[src/rtl/sat_err_cnt.sv]
// rtl/sat_err_cnt.sv - saturating error event counter with synchronous clear
module sat_err_cnt #(
    parameter int CNT_WIDTH = 8
) (
    input  logic                 clk,
    input  logic                 rst_n,
    input  logic                 inc,
    input  logic                 clr,
    output logic [CNT_WIDTH-1:0] cnt
);
    always_ff @(posedge clk or negedge rst_n) begin
        if (!rst_n) begin
            cnt <= '0;
        end else if (clr) begin
            cnt <= '0;
        end else if (inc && (cnt != {CNT_WIDTH{1'b1}})) begin
            cnt <= cnt + 1'b1;
        end
    end
endmodule

[config.mk]
export PLATFORM = sky130hd
export DESIGN_NAME = sat_err_cnt
export DESIGN_NICKNAME = d
export VERILOG_FILES = /design/src/rtl/sat_err_cnt.sv
export SDC_FILE = /design/constraint.sdc
export NUM_CORES = 1
export LEC_CHECK = 0
export CORE_AREA = 2 2 39 41
export DETAILED_ROUTE_END_ITERATION = 7
export DIE_AREA = 0 0 41 43
export PLACE_DENSITY = 0.63
export SYNTH_ARGS = -nofsm -noshare
export SYNTH_HDL_FRONTEND = slang
export SYNTH_SLANG_ARGS = --single-unit
[constraint.sdc]
create_clock -name clk -period 1.68 [get_ports clk]
set_input_delay 0.252 -clock clk [delete_from_list [all_inputs] [get_ports clk]]
set_output_delay 0.252 -clock clk [all_outputs]
set_load 0.1 [all_outputs]
Word level (Yosys, flattened, before mapping)
Cells that the tools add are included.
{"block": "totals", "ff_bits": 8, "input_bits": 4}
{"block": "classes", "reduce_logical": 2, "add_sub_neg": 1, "n_mux": 2, "eq_ne": 1}
{"cell": "2-to-1 mux 8 bit", "n": 2}
{"cell": "adder 8 x 1 -> 8 bit (second input constant)", "n": 1}
{"cell": "inequality test 8 bit (second input constant)", "n": 1}
{"cell": "nonzero test 2 bit", "n": 1}
{"cell": "logical AND 1 bit", "n": 1}

Logic depth before layout (Yosys ltp)
{"block": "depth", "ltp_word": 4, "mapped_depth": 4}

Least setup slack after synthesis
OpenSTA, ideal clock, no wires.
{"block": "synth_path", "kind": "register to register", "startpoint": "reg cnt[0]", "endpoint": "reg cnt[0]", "t_arrival_ns": 2.010, "required_ns": 1.555, "path_slack_ns": -0.455, "path_stages_with_launch": 5, "synth_period_minus_slack_ns": 2.135, "cell_sequence": "dfrtp_1 ha_1 and4_2 a21boi_1 mux2_2"}
{"block": "synth_between", "elab_chain_cells": 3, "word_cells_on_any_way": 6}
{"element": "start: declaration", "line_no": "9", "text": "output logic [CNT_WIDTH-1:0] cnt"}
{"element": "start signal: assignment", "line_no": "17", "text": "cnt <= cnt + 1'b1;"}
{"element": "adder 8 x 1 -> 8 bit / inequality test 8 bit (equally long branches)", "line_no": "17, 16"}
{"element": "2-to-1 mux 8 bit / logical AND 1 bit (equally long branches)", "line_no": "16", "text": "end else if (inc && (cnt != {CNT_WIDTH{1'b1}})) begin"}
{"element": "2-to-1 mux 8 bit / nonzero test 2 bit (equally long branches)"}
Parallel ways exist; a longest one is shown, timed or not. The select of a mux whose other input is x is not followed.
A chain may end at the register's enable or synchronous reset.

Worst setup path in the final report
{"block": "layout_path", "startpoint": "reg cnt[1]", "endpoint": "reg cnt[0]"}
{"block": "layout_between", "elab_chain_cells": 3}
{"element": "inequality test 8 bit", "line_no": "16"}
{"element": "logical AND 1 bit", "line_no": "16"}
{"element": "nonzero test 2 bit (no source line)"}
No other way between the ends.

==> impl_metrics.py <==
metrics = {
    "timing": {
        "layout_setup_ws_ns": 0.128,
        "setup_viol": 0,
        "fmax_mhz": 645,
        "hold_viol": 0,
        "rsz0062_at_grt": "no",
        "tightest_slew_ns": 0.381,
        "fin_crit_ns": 1.55,
        "period_share": 0.924,
        "slew_headroom": 0.740,
        "slew_viol_final": 0,
        "clock_skew_ns": 0.000723,
        "tns_ns": 0,
    },
    "pwr": {
        "power_switching_share": 0.290,
        "seq_power_share": 0.472,
        "power.switching_mw": 0.130,
        "power.leakage_nw": 0.268,
        "comb_power_share": 0.204,
        "p_clk_frac": 0.324,
        "finalPower_mw": 0.449,
        "p_int_mw": 0.319,
        "ir_drop_mv": 0.386,
        "power_density_nw_per_um2": 617,
    },
    "worst_setup_path": {
        "critical-path-slowest-cell": "dfrtp_4",
        "ff2ff_setup_slack_ns": 0.13,
        "worst_ep_arrival_time_ns": 1.69,
        "worst_setup_path_end_kind": "flip-flop",
        "slowest_delay_ns": 0.52,
        "path_delay_family": "flip-flops",
        "crit_chain": "ha_4, and4_4, a21boi_2, mux2_2",
        "worstSetupStartpoint": "cnt[1]",
        "setup.worst_path.start_class": "flip-flop",
        "reg2reg_to": "cnt[0]",
        "cp_data_required_time_ns": 1.81,
        "cp_max_fo": 7,
        "worst-path-stages": 4,
        "path_buf_inv": 0,
        "endpoint": "cnt[0]",
        "r2r-start": "cnt[1]",
        "r2r_cells": 4,
        "setup.worst_path.class": "reg -> reg",
    },
    "clock_network": {
        "cts.sink_count": 8,
        "root_buffer": "clkbuf_4",
        "clock_latency_ns": 0.25,
        "postCtsHoldBufs": 0,
        "cts_resized": 0,
        "postCtsSetupBuffers": 0,
        "clk_path_buf_depth": 2,
        "cts.htree.levels": 1,
        "cts_tree": "built",
        "clk_pin_slew_ns": 0.05,
        "numCtsBuffers": 3,
    },
    "synthesis": {
        "synthDistinctLibCells": 28,
        "yosysWarnings": 0,
        "synth.most_common_cell": "dfrtp_1",
        "synth-xor-area-share": 0,
        "yosys.area_share.simple": 0.310,
        "syn-num-nets": 54,
        "synth_ff_type": "dfrtp_1",
        "syn_area_um2": 464,
        "synth_area_leaders": "dfrtp_1, mux2_2, nor3_1",
        "synth_top_family_by_area": "simple AND/OR/NAND/NOR gates",
        "synth_fa_ha_area_frac": 0.0270,
        "synth_mux_area_frac": 0.0701,
        "synth_edf_count": 0,
        "netlist.area_leader.share": 0.431,
        "synth_top_cell_by_area": "dfrtp_1",
        "synth_commonest_cells": "dfrtp_1, nor3_1, a21oi_1, nand2b_1, nor2b_1",
        "synth-seq-cells": 8,
        "ys_seq_area_frac": 0.431,
        "synthArstFlopShare": 1.00,
        "synth_compound_area_frac": 0.127,
        "postSynthCellCount": 49,
        "avgSynthCellArea_um2": 9.47,
    },
    "finish": {
        "largest_register_ff_count": 8,
        "seq_area_um2": 215,
        "diodes": 0,
        "area_growth_pct": 56.9,
        "design_area_um2": 728,
        "drive_above_1_share": 0.419,
        "finalNonFillerCells": 78,
        "nets": 69,
        "regMostFlops": "cnt",
        "multi_input_area_um2": 265,
        "reg_top3": "cnt (8)",
        "num-fill-cells": 131,
    },
    "run": {
        "drv_cap": 0,
    },
    "placed_design": {
        "place.gp.congestion": 0.809,
        "dp_worst_setup_slack_ns": 0.0853,
        "dp.cells": 75,
        "io_buffers": 11,
        "place_area_um2": 706,
        "hpwl_um": 786,
    },
    "die": {
        "core_um2": 1380,
        "num_rows": 14,
        "fp.dieW_um": 41,
        "die_y_um": 43,
        "io_pins": 12,
        "start_util": 0.335,
        "die_area_um2": 1760,
    },
    "global_routing": {
        "antenna_found_initial": 0,
        "grt_pass1_wl_um": 1630,
        "use_met2": 0.181,
        "grt-ovfl-total": 0,
        "grt_pass1_vias": 367,
        "grt.total_usage": 0.144,
        "grtUsageMet1": 0.195,
        "use_met3": 0.0524,
        "grt.busiest_layer": "met1",
        "grt_max_degree": 12,
    },
    "routing": {
        "drc": 0,
        "wirelength_um": 1060,
        "wire_per_inst_um": 13.6,
        "drtPass1Iterations": 2,
        "vias": 419,
        "vias_per_cell": 5.37,
        "drtAntennaViolNets": 0,
        "drtIter0Drc": 4,
    },
    "worst_hold_path": {
        "hold_class": "in -> async",
    },
    "outcome": {
        "outcome": "complete, no violations",
    },
}
-- per-stage QoR --
step / hold slack (ns) / utilization
after floorplan: -0.0436 / -
after global placement: 0.574 / 0.510
after detailed placement: 0.576 / 0.510
after CTS: 0.298 / 0.526
after global routing: 0.310 / 0.526
final: 0.296 / 0.526
-- how the worst min path moves through the flow --
stage	end	slack (ns)	cells past startpoint
after detailed placement	cnt[0]	0.58	1
final	cnt[6]	0.30	1
after global routing	cnt[6]	0.31	1
after floorplan	cnt[2]	-0.04	0
after global placement	cnt[1]	0.57	1
after CTS	cnt[1]	0.30	1
-- placed cells by master (no fill, tap or decap), types with 2 or more instances in the layout --
| cell type | netlist | routed |
|---|---|---|
| inv_1 | 2 | 2 |
| nand2b_1 | 3 | 3 |
| clkdlybuf4s50_1 | 0 | 3 |
| dfrtp_2 | 0 | 6 |
| mux2_2 | 2 | 2 |
| nor3_1 | 4 | 4 |
| nand2_1 | 2 | 2 |
| dfrtp_4 | 0 | 2 |
| nor2_1 | 2 | 2 |
| a21oi_1 | 3 | 3 |
| nor2b_1 | 3 | 3 |
| clkbuf_4 | 0 | 3 |
| nand3_1 | 2 | 2 |
| buf_12 | 0 | 8 |
-- worst register-to-register path, stage by stage (launching register included) --
cell      delay [ns]
dfrtp_4         0.52
ha_4            0.20
and4_4          0.20
a21boi_2        0.17
mux2_2          0.35
-- cells by family after synthesis --
logic type / after synthesis
and+or+nand+nor: 24
DFF: 8
buffers and inverters: 4
muxes: 3
adders and majority gates: 1
AOI/OAI and AO/OA: 9
-- final cells by class --
cell class              count  area share
multi-input cells          37       0.364
flip-flops and latches      8       0.296
repair buffers             12       0.271
clock buffers               3      0.0309
well taps                  16      0.0275
inverters                   2      0.0103
-- power by group through the flow --
stage	clock network [mW]	logic [mW]	registers (mW)
after global routing	0.169	0.0976	0.212
after detailed placement	0	0.0926	0.215
after floorplan	0	0.0216	0.246
after CTS	0.157	0.0928	0.212
final	0.146	0.0916	0.212
after global placement	0	0.0929	0.214
-- routing by layer --
metal / wire (um) / vias up / share of wire
met1: 491 / 198 / 0.46
li1: - / 211 / -
met2: 504 / 8 / 0.48
met3: 46 / 2 / 0.044
met5: 0 / - / 0
met4: 14 / 0 / 0.013
Power figures use the tool's default switching activity.
